===== config.mk =====
export PLATFORM = sky130hd
export DESIGN_NAME = qq_arbiter
export DESIGN_NICKNAME = d
export VERILOG_FILES = /design/src/rtl/qq_arbiter.sv
export SDC_FILE = /design/constraint.sdc
export NUM_CORES = 1
export LEC_CHECK = 0
export ABC_AREA = 1
export CAP_MARGIN = 25
export CORE_AREA = 2 2 78 80
export DETAILED_ROUTE_END_ITERATION = 6
export DIE_AREA = 0 0 80 82
export HOLD_SLACK_MARGIN = 0.06
export PLACE_DENSITY = 0.8
export SLEW_MARGIN = 10
export SYNTH_ARGS = -nofsm -noshare
export SYNTH_HDL_FRONTEND = slang
export SYNTH_SLANG_ARGS = --single-unit
export TNS_END_PERCENT = 30

===== constraint.sdc =====
create_clock -name clk -period 2.5 [get_ports clk]
set_input_delay 0.75 -clock clk [delete_from_list [all_inputs] [get_ports clk]]
set_output_delay 0.75 -clock clk [all_outputs]
set_load 0.03 [all_outputs]

===== src/rtl/qq_arbiter.sv =====
`default_nettype none
// ============================================================================
// Module      : qq_arbiter
// Description : Round-robin arbiter/sequencer sharing one qq_top priority
//               queue among N requesters. Grants one request at a time,
//               pre-checks it against the queue full/empty flags, issues a
//               single-cycle command pulse, waits for the queue ready
//               handshake (with timeout) and returns status plus the old
//               head key to the winning requester.
// Ports       : clk, rst            - clock, synchronous active-high reset
//               req/op/key          - per-requester request, opcode, key
//               ack/rsp_*           - one-cycle response to the winner
//               q_enq/q_deq/q_repl  - command pulses to the queue
//               q_key               - key driven to the queue
//               q_lt_o              - current queue head
//               q_full/q_empty/q_rdy- queue status
//               busy                - operation in flight
// Revision    : 1.0 - initial release
// ============================================================================
module qq_arbiter #(
    parameter int W   = 8,
    parameter int N   = 4,
    parameter int TMO = 64
) (
    input  logic                 clk,
    input  logic                 rst,
    input  logic [N-1:0]         req,
    input  logic [2*N-1:0]       op,
    input  logic [N*W-1:0]       key,
    output logic [N-1:0]         ack,
    output logic                 rsp_valid,
    output logic [$clog2(N)-1:0] rsp_id,
    output logic [W-1:0]         rsp_key,
    output logic [1:0]           rsp_err,
    output logic                 q_enq,
    output logic                 q_deq,
    output logic                 q_repl,
    output logic [W-1:0]         q_key,
    input  logic [W-1:0]         q_lt_o,
    input  logic                 q_full,
    input  logic                 q_empty,
    input  logic                 q_rdy,
    output logic                 busy
);

    localparam int c_IDW = $clog2(N);
    localparam int c_OPW = $clog2(2 * N);
    localparam int c_KW  = $clog2(N * W);
    localparam int c_CW  = (TMO > 1) ? $clog2(TMO) : 1;

    localparam logic [c_CW-1:0]  c_TMO_LAST = c_CW'(TMO - 1);
    localparam logic [c_IDW-1:0] c_ID_LAST  = c_IDW'(N - 1);
    localparam logic [N-1:0]     c_ACK_ONE  = {{(N-1){1'b0}}, 1'b1};

    localparam logic [1:0] c_OP_ENQ  = 2'b01;
    localparam logic [1:0] c_OP_DEQ  = 2'b10;
    localparam logic [1:0] c_OP_REPL = 2'b11;

    localparam logic [1:0] c_ERR_OK    = 2'b00;
    localparam logic [1:0] c_ERR_FULL  = 2'b01;
    localparam logic [1:0] c_ERR_EMPTY = 2'b10;
    localparam logic [1:0] c_ERR_BAD   = 2'b11;

    localparam logic [2:0] c_ST_IDLE    = 3'd0;
    localparam logic [2:0] c_ST_ISSUE   = 3'd1;
    localparam logic [2:0] c_ST_WAIT_LO = 3'd2;
    localparam logic [2:0] c_ST_WAIT_HI = 3'd3;
    localparam logic [2:0] c_ST_RESP    = 3'd4;

    logic [2:0]       r_state;
    logic [2:0]       w_state_nxt;
    logic [c_IDW-1:0] r_rr_ptr;
    logic [c_IDW-1:0] r_id;
    logic [1:0]       r_op;
    logic [W-1:0]     r_key;
    logic [W-1:0]     r_rsp_key;
    logic [1:0]       r_err;
    logic             r_lo_cnt;
    logic [c_CW-1:0]  r_hi_cnt;

    int               w_j;
    logic             w_found;
    logic [c_IDW-1:0] w_win;
    logic [1:0]       w_op;
    logic [W-1:0]     w_key;
    logic [c_IDW-1:0] w_ptr_nxt;
    logic [1:0]       w_chk;
    logic             w_grant;

    // Round-robin search: first asserted request at or after r_rr_ptr, wrapping.
    always_comb begin
        w_j     = 0;
        w_found = 1'b0;
        w_win   = '0;
        w_op    = 2'b00;
        w_key   = '0;
        for (int i = 0; i < N; i++) begin
            w_j = int'(r_rr_ptr) + i;
            if (w_j >= N) begin
                w_j = w_j - N;
            end
            if (!w_found && req[c_IDW'(w_j)]) begin
                w_found = 1'b1;
                w_win   = c_IDW'(w_j);
                w_op    = op[c_OPW'(2 * w_j) +: 2];
                w_key   = key[c_KW'(W * w_j) +: W];
            end
        end
    end

    assign w_ptr_nxt = (w_win == c_ID_LAST) ? '0 : w_win + 1'b1;
    assign w_grant   = q_rdy && w_found;

    // Legality pre-check against the flags seen in the grant cycle.
    always_comb begin
        w_chk = c_ERR_OK;
        case (w_op)
            c_OP_ENQ:            w_chk = q_full  ? c_ERR_FULL  : c_ERR_OK;
            c_OP_DEQ, c_OP_REPL: w_chk = q_empty ? c_ERR_EMPTY : c_ERR_OK;
            default:             w_chk = c_ERR_BAD;
        endcase
    end

    always_ff @(posedge clk) begin
        if (rst) begin
            r_state <= c_ST_IDLE;
        end else begin
            r_state <= w_state_nxt;
        end
    end

    always_comb begin
        w_state_nxt = r_state;
        case (r_state)
            c_ST_IDLE: begin
                if (w_grant) begin
                    w_state_nxt = (w_chk != c_ERR_OK) ? c_ST_RESP : c_ST_ISSUE;
                end
            end
            c_ST_ISSUE: w_state_nxt = c_ST_WAIT_LO;
            c_ST_WAIT_LO: begin
                // A queue that never drops ready is taken as having finished.
                if (!q_rdy) begin
                    w_state_nxt = c_ST_WAIT_HI;
                end else if (r_lo_cnt) begin
                    w_state_nxt = c_ST_RESP;
                end
            end
            c_ST_WAIT_HI: begin
                if (q_rdy || (r_hi_cnt == c_TMO_LAST)) begin
                    w_state_nxt = c_ST_RESP;
                end
            end
            c_ST_RESP: w_state_nxt = c_ST_IDLE;
            default:   w_state_nxt = c_ST_IDLE;
        endcase
    end

    always_ff @(posedge clk) begin
        if (rst) begin
            r_rr_ptr  <= '0;
            r_id      <= '0;
            r_op      <= 2'b00;
            r_key     <= '0;
            r_rsp_key <= '0;
            r_err     <= c_ERR_OK;
            r_lo_cnt  <= 1'b0;
            r_hi_cnt  <= '0;
        end else begin
            case (r_state)
                c_ST_IDLE: begin
                    if (w_grant) begin
                        r_id      <= w_win;
                        r_op      <= w_op;
                        r_key     <= w_key;
                        r_rr_ptr  <= w_ptr_nxt;
                        r_err     <= w_chk;
                        r_rsp_key <= '0;
                    end
                end
                c_ST_ISSUE: begin
                    r_rsp_key <= (r_op == c_OP_ENQ) ? '0 : q_lt_o;
                    r_lo_cnt  <= 1'b0;
                end
                c_ST_WAIT_LO: begin
                    r_lo_cnt <= 1'b1;
                    r_hi_cnt <= '0;
                end
                c_ST_WAIT_HI: begin
                    if (!q_rdy) begin
                        if (r_hi_cnt == c_TMO_LAST) begin
                            r_err <= c_ERR_BAD;
                        end else begin
                            r_hi_cnt <= r_hi_cnt + 1'b1;
                        end
                    end
                end
                default: ;
            endcase
        end
    end

    assign busy      = (r_state != c_ST_IDLE);
    assign q_enq     = (r_state == c_ST_ISSUE) && (r_op == c_OP_ENQ);
    assign q_deq     = (r_state == c_ST_ISSUE) && (r_op == c_OP_DEQ);
    assign q_repl    = (r_state == c_ST_ISSUE) && (r_op == c_OP_REPL);
    assign q_key     = r_key;
    assign rsp_valid = (r_state == c_ST_RESP);
    assign ack       = rsp_valid ? (c_ACK_ONE << r_id) : '0;
    assign rsp_id    = r_id;
    assign rsp_key   = r_rsp_key;
    assign rsp_err   = r_err;

endmodule
`default_nettype wire


# After elaboration in Yosys (flattened, before gate mapping)
# Index checks and enable logic that the tools add are counted.
totals:
  reg_bits: 34
  input_bits: 57
  elab_cells: 131
op_classes:
  addsub: 9
  order_cmp: 8
  n_eq_ne: 18
  n_shift: 9
  muxes: 54
  reduce_logical: 24
ops:
  columns: ["op", "count"]
  rows:
  - ["$shiftx A32 B5 Y8", 4]
  - ["$mux W8", 6]
  - ["$mux W2", 17]
  - ["$shiftx A8 B3 Y2", 4]
  - ["$lt A2 B4 Y1 const B", 4]
  - ["$pmux W8 S2", 1]
  - ["$mux W3", 5]
  - ["$mux W1", 13]
  - ["$mux W6", 2]
  - ["$pmux W3 S4", 1]
  - ["$pmux W6 S2", 1]
  - ["$eq A2 B2 Y1 const B", 5]
  - ["$ne A2 B2 Y1 const B", 5]
  - ["$reduce_bool A2 Y1", 5]
  - ["$ge A3 B3 Y1 const B", 3]
  - ["$bmux W1 S2", 4]
  - ["$pmux W2 S2", 2]
  - ["$sub A2 B1 Y2 const B", 4]
  - ["$logic_and A1 B1 Y1", 7]
  - ["$add A2 B2 Y3 const B", 2]
  - ["$add A6 B1 Y6 const B", 1]
  - ["$eq A3 B2 Y1 const B", 2]
  - ["$eq A6 B6 Y1 const B", 1]
  - ["$reduce_and A3 Y1", 2]
  - ["other kinds (17)", 21]

# Depth between registers and ports, before layout
# Gate-level depths: netlist of run 1.
logic_depth:
  depth_word: 22
  depth_mapped: 19

# Worst setup path after synthesis of run 1
# OpenSTA, ideal clock, no wires.
synth_path:
  kind: "reg-to-output"
  start: "reg r_state[2]"
  end: "out ack[0]"
  arrival_time_ns: 1.967
  required_time_ns: 1.750
  slack_ns: -0.217
  stages_incl_launch_ff: 5
  n_path_buf: 0
  cell_sequence: "dfxtp_1 -> inv_1 -> nor3_1 -> inv_1 -> nor3_1"
synth_via:
  elab_chain_len: 2
synth_rtl:
  columns: ["item", "line", "text"]
  rows:
  - ["start: declaration", "70", "logic [2:0] r_state;"]
  - ["start signal: assignment", "126", "r_state <= c_ST_IDLE;"]
  - ["start signal: assignment", "128", "r_state <= w_state_nxt;"]
  - ["$eq A3 B3 Y1", "208", "assign rsp_valid = (r_state == c_ST_RESP);"]
  - ["via rsp_valid", "31", "output logic rsp_valid,"]
  - ["$mux W4", "209", "assign ack = rsp_valid ? (c_ACK_ONE << r_id) : '0;"]
  - ["end: declaration", "30", "output logic [N-1:0] ack,"]
# The timed path passes the listed nets, and every way through them passes these cells.

# Worst setup path in the final report of run 1
layout_path:
  start: "in req[1]"
  end: "reg r_rr_ptr[1]"
layout_via:
  elab_chain_len: 15
  elab_cells_between_ends: 31
  classes_between: "add/sub (1); eq/ne (1); mux (21); reduce/logical (8)"
layout_rtl:
  columns: ["item", "line", "text"]
  rows:
  - ["start: declaration", "27", "input logic [N-1:0] req,"]
  - ["$bmux W1 S2", "102", "if (!w_found && req[c_IDW'(w_j)]) begin"]
  - ["$mux W1 (implied by the code) (2 in a row)", "102", null]
  - ["$mux W1", "102", null]
  - ["$logic_not A1 Y1", "102", null]
  - ["$logic_and A1 B1 Y1", "102", null]
  - ["$mux W1", "102", null]
  - ["$logic_not A1 Y1", "102", null]
  - ["$logic_and A1 B1 Y1", "102", null]
  - ["$mux W1", "102", null]
  - ["$logic_not A1 Y1", "102", null]
  - ["$logic_and A1 B1 Y1", "102", null]
  - ["$mux W2 (*)", "102", null]
  - ["via w_win[1]", "83", "logic [c_IDW-1:0] w_win;"]
  - ["$add A2 B1 Y2 or $eq A2 B2 Y1 (tied branches)", "111", "assign w_ptr_nxt = (w_win == c_ID_LAST) ? '0 : w_win + 1'b1;"]
  - ["$mux W2 (*)", "111", null]
  - ["via w_ptr_nxt[1]", "86", "logic [c_IDW-1:0] w_ptr_nxt;"]
  - ["end signal: assignment", "176", "r_rr_ptr <= w_ptr_nxt;"]
  - ["end: declaration", "72", "logic [c_IDW-1:0] r_rr_ptr;"]
# Mark *: on every way through the listed nets, which the timed path passes. The rest lies on a longest branch. The select of a mux whose other input is x is not followed.
# A chain may end at the register's enable or synchronous reset.

==> impl_metrics.csv, run 1 <==
group,metric,value,unit
synth,synthCells,388,
worst_setup_path,criticalPathCategory,"in -> reg",
floorplan,rows,28,
clock_tree,cts-root-buf,"clkbuf_8",
final_layout,nets,534,
final_layout,num_antenna_cells,0,
final_layout,multi_input_comb_area,0.00165,mm²
clock_tree,htreeDepth,2,
timing,rsz0062_at_grt,"true",
timing,drv_slew,0,
routing,ant_nets,0,
clock_tree,clk_pin_slew,0.07,ns
worst_setup_path,cp.arrival,2.59,ns
worst_setup_path,cp-start-kind,"primary input",
grt,grt_pass1_wl,11.6,mm
min_path,hp-class,"reg -> reg",
floorplan,core,0.00575,mm²
min_path,min_from,"rsp_key[7]",
final_layout,seq_area,681,µm²
routing,drt_iter0_drc,132,
clock_tree,clock_path_buffers,2,
worst_setup_path,startpoint,"req[1]",
timing,clock_skew,0.00471,ns
pwr,power_density,1240,mW/mm²
synth,synth_area_leaders,"dfxtp_1 (26%), nand2_1 (16%), a21oi_1 (7.0%), inv_1 (5.6%), o21ai_0 (4.4%)",
grt,grt_usage,21.9,%
final_layout,final.fill_count,494,
synth,ys_seq_area_share,25.9,%
final_layout,final_cell_mix,"nand2_1 (108), clkdlybuf4s50_1 (56), inv_1 (39)",
synth,synthesis.nets,447,
job,cap_violations,0,
final_layout,final_common_cell,"nand2_1",
synth,netlist.area_leader.share,25.9,%
final_layout,area_growth_syn_to_layout,38.7,%
worst_setup_path,required,2.68,ns
routing,drt_first_pass_iters,4,
placed_design,gp_congestion,0.890,
timing,final.period_utilization,96.6,%
synth,ys_types,43,
timing,worstMarginPinSlew,0.588,ns
placed_design,port_buffers,65,
outcome,outcome,"complete, no violations",
worst_setup_path,worstReg2RegStart,"r_rr_ptr[1]",
timing,finalSetupViolations,0,
final_layout,drive_gt1_share,19.1,%
clock_tree,cts_tree,"done",
worst_setup_path,critPathCaptureType,"flip-flop",
grt,gr-total-overflow,0,
floorplan,pin_count,86,
routing,vias,2897,
clock_tree,clock-sinks,34,
worst_setup_path,critPathMaxFanout,3,
pwr,max-vdd-ir-drop,0.688,mV
grt,grt_pass1_vias,2692,
synth,synth_seq_cells,34,
floorplan,dieWidth,80,µm
timing,whs,0.460,ns
floorplan,initial_core_util,45.7,%
routing,wl_per_cell,13.2,µm
synth,synth_area_leader_cell,"dfxtp_1",
floorplan,dieHeight,82,µm
routing,viasPerCell,5.26,
pwr,power_leakage,1.53,nW
timing,max_freq,414,MHz
synth,syn_area,0.00263,mm²
timing,period_minus_slack,2.41,ns
routing,drc,0,
clock_tree,cts_made_buffers,5,
timing,worst_slack,0.0857,ns
synth,yosysWarnings,0,
routing,totalWireLength,7.26,mm
placed_design,post-place-ws,-0.258,ns
placed_design,dpl.hpwl,5.39,mm
timing,max-slew-margin-rel,60.8,%
grt,grt_max_degree,25,
floorplan,fp.dieArea,0.00656,mm²
clock_tree,clk_latency,0.29,ns
timing,hold_viol_final,0,
grt,antenna_found_initial,0,
synth,syn_area_per_cell,6.77,µm²
[area by class of cell]
cell class / count / share of cell area (%)
Tap cell: 75 / 2.57
Clock buffer: 8 / 3.02
Multi-Input combinational cell: 290 / 45.2
Sequential cell: 34 / 18.7
Timing Repair Buffer: 96 / 24.8
Inverter: 48 / 5.70
[critical path: stages]
cell and delay [ns]:
clkdlybuf4s50_1 0.39, inv_1 0.11, nand2_2 0.08, nand3_2 0.09, nand2_2 0.10, inv_2 0.11, nand3_2 0.12, nor2_4 0.15
nand2_1 0.07, o2111ai_1 0.13, ha_1 0.30, o21ai_1 0.14, a21oi_1 0.05
[routing by layer]
layer  GRT usage [%]  up-vias  share of wire (%)
met5               0        -                  0
met4            7.80        0                1.8
met3            3.85       17                5.0
met2            39.6       93                 50
met1            26.1     1303                 43
li1                -     1484                  -
[cells in the mapped netlist (all sizes together)]
library cell    n
a211oi          4
a21boi          1
a21oi          38
a22oi           8
a31oi           2
buf            10
clkbuf          6
clkinv          2
dfxtp          34
ha              2
inv            46
nand2         127
nand3          19
nand4           3
nor2           18
nor3           15
nor3b           1
o2111ai         9
o211a           1
o211ai          9
o21a            3
o21ai          27
o22ai           1
xor2            2
[report_power, final]
part	leakage (nW)	switching, W	internal, W	total, W
logic	1.20	0.00194	0.00133	0.00327
registers	0.277	0.0000973	0.000688	0.000785
clock network	0.0575	0.000197	0.000278	0.000475
[through the flow]
step | util (%) | TNS [ns] | std cells | cell area, µm² | power, W
floorplan | - | -0.869 | 388 | 2630 | 0.00295
global placement | 61.1 | -2.99 | 542 | 3510 | 0.00395
detailed placement | 61.1 | -3.91 | 542 | 3510 | 0.00401
CTS | 62.9 | 0 | 550 | 3610 | 0.00448
global route | 63.4 | -0.143 | 551 | 3640 | 0.00485
finish | 63.4 | 0 | 551 | 3640 | 0.00453
[cell families after synthesis]
family | count (synthesis) | share of synthesized area [%]
and+or+nand+nor | 183 | 35.5
AOI/OAI and AO/OA | 103 | 24.6
buffers and inverters | 64 | 12.4
DFF | 34 | 25.9
xor gates and xnor gates | 2 | 0.667
adders and majority gates | 2 | 0.952
[state kept, by name (all words and copies together), names as in the netlist]
register	cells
r_state	3
rsp_err	2
r_rr_ptr	2
rsp_id	2
r_hi_cnt	6
r_op	2
q_key	8
r_lo_cnt	1
rsp_key	8
[final timing paths]
kind	endpoint	slack, ns	cells after the start
setup / recovery	r_rr_ptr[1]	0.09	13
hold / removal	rsp_key[7]	0.46	2
setup reg to reg	r_rr_ptr[1]	0.35	12
hold reg to reg	rsp_key[7]	0.46	2
[what timing repair did]
action,CTS,global route
gates resized for setup,5,17
buffers inserted,0,1
hold buffers,0,0
setup endpoints to repair,5,13
pin swaps,0,2
Note: power is estimated with default switching activity, not from simulation.
==> inputs of run 2 (changes only) <==
--- a/config.mk
+++ b/config.mk
@@ -6,12 +6,13 @@
 export NUM_CORES = 1
 export LEC_CHECK = 0
 export ABC_AREA = 1
+export ABC_CLOCK_PERIOD_IN_PS = 2500
 export CAP_MARGIN = 25
 export CORE_AREA = 2 2 78 80
 export DETAILED_ROUTE_END_ITERATION = 6
 export DIE_AREA = 0 0 80 82
 export HOLD_SLACK_MARGIN = 0.06
-export PLACE_DENSITY = 0.8
+export PLACE_DENSITY = 0.87
 export SLEW_MARGIN = 10
 export SYNTH_ARGS = -nofsm -noshare
 export SYNTH_HDL_FRONTEND = slang
==> impl_metrics.csv, run 2 (same netlist as run 1, synthesis figures left out) <==
group,metric,value,unit
outcome,outcome,"complete, no violations",
routing,wl_per_cell,13.6,µm
pwr,max-vdd-ir-drop,0.753,mV
floorplan,rows,28,
floorplan,pin_count,86,
clock_tree,cts_hold_buf,0,
timing,drv_slew,0,
final_layout,drive_gt1_share,19.7,%
clock_tree,cts-root-buf,"clkbuf_8",
final_layout,final.fill_count,498,
placed_design,gp_congestion,0.879,
final_layout,final_cell_mix,"nand2_1 (108), clkdlybuf4s50_1 (56), inv_1 (38)",
timing,fin_setup_tns,0,ns
clock_tree,clock_path_buffers,2,
placed_design,placed_cells,541,
final_layout,nets,534,
floorplan,initial_core_util,45.7,%
timing,max_freq,412,MHz
routing,drt_first_pass_iters,5,
worst_setup_path,critPathMaxFanout,4,
routing,vias,3007,
routing,drc,0,
timing,hold_viol_final,0,
clock_tree,clk_latency,0.29,ns
job,cap_violations,0,
pwr,power_density,1250,mW/mm²
grt,grt_max_degree,25,
clock_tree,clk_pin_slew,0.07,ns
placed_design,dpl.hpwl,5.52,mm
worst_setup_path,critPathCaptureType,"output port",
final_layout,num_antenna_cells,0,
timing,clock_skew,0.00536,ns
floorplan,fp.dieArea,0.00656,mm²
grt,antenna_found_initial,0,
clock_tree,clock-sinks,34,
timing,final.period_utilization,97.0,%
routing,totalWireLength,7.51,mm
clock_tree,cts_made_buffers,5,
final_layout,area_growth_syn_to_layout,38.7,%
timing,period_minus_slack,2.43,ns
timing,max-slew-margin-rel,63.7,%
routing,drt_iter0_drc,197,
timing,finalSetupViolations,0,
grt,grt_usage,23.7,%
floorplan,dieHeight,82,µm
grt,grt_pass1_wl,12.3,mm
final_layout,fin_util,63.4,%
routing,viasPerCell,5.46,
grt,gr-total-overflow,0,
final_layout,seq_area,681,µm²
pwr,power_leakage,1.52,nW
clock_tree,htreeDepth,2,
clock_tree,cts_tree,"done",
worst_setup_path,criticalPathCategory,"reg -> out",
worst_setup_path,required,1.75,ns
timing,worstMarginPinSlew,0.544,ns
grt,grt_pass1_vias,2781,
timing,rsz0062_at_grt,"true",
routing,ant_nets,0,
pwr,power.total,0.00454,W
worst_setup_path,rrSetupSlack,0.27,ns
final_layout,multi_input_comb_area,0.00166,mm²
worst_setup_path,cp-start-kind,"flip-flop",
final_layout,final_common_cell,"nand2_1",
floorplan,dieWidth,80,µm
min_path,hp-class,"reg -> reg",
final_layout,stdcell_count,551,
worst_setup_path,cp.arrival,1.68,ns
placed_design,port_buffers,65,
floorplan,core,0.00575,mm²
-- run 2: cell count changes in the layout (fill, tap and decap cells not counted), sizes merged --
cell,previous run,this run
inv,47,46
clkinv,1,3
dlygate4sd2,2,1
-- run 2: repair_timing --
item	in CTS	in global routing
pin swaps	0	5
setup buffers	0	2
endpoints found under the setup margin	5	20
endpoints found under the hold margin	0	0
resized for setup	5	26
gates cloned	0	0
-- run 2: worst paths after layout --
| kind | from | end | cells past startpoint |
|---|---|---|---|
| setup / recovery | r_state[2] | ack[1] | 5 |
| hold / removal | rsp_key[4] | rsp_key[4] | 2 |
| setup reg to reg | r_rr_ptr[1] | r_rr_ptr[1] | 13 |
| hold reg to reg | rsp_key[4] | rsp_key[4] | 2 |
-- run 2: final cells by class --
| class | instances | share of cell area, % |
|---|---|---|
| multi-input cells | 290 | 45.7 |
| flip-flops and latches | 34 | 18.7 |
| clock inverters | 1 | 0.137 |
| well taps | 75 | 2.58 |
| clock buffers | 7 | 2.37 |
| repair buffers | 96 | 24.8 |
| inverters | 48 | 5.77 |
-- run 2: metrics by stage --
step                      cell area (µm²)  setup WS (ns)  hold slack, ns
after detailed placement             3500         -0.219           0.454
after global placement               3500         -0.187           0.448
final                                3640         0.0742           0.462
after global routing                 3640        -0.0319           0.480
after CTS                            3590         0.0454           0.464
after floorplan                      2630         -0.217           0.445
-- run 2: worst max-delay path, cell delays in order, from the launching register on --
cell             delay [ns]
dfxtp_1                0.38
inv_1                  0.08
nor3_1                 0.25
inv_1                  0.14
nor3_1                 0.14
clkdlybuf4s15_1        0.39
-- run 2: per-layer routing --
metal | track usage [%] | part of all wire [%] | vias up
li1 | - | - | 1480
met3 | 5.93 | 7.3 | 16
met1 | 27.2 | 40 | 1379
met5 | 0 | 0 | -
met4 | 8.14 | 1.8 | 0
met2 | 42.9 | 51 | 132
-- run 2: power breakdown --
group	total, W	switching (W)	internal [W]
registers	0.000804	0.000117	0.000688
clock network	0.000422	0.000200	0.000222
logic	0.00332	0.00197	0.00135
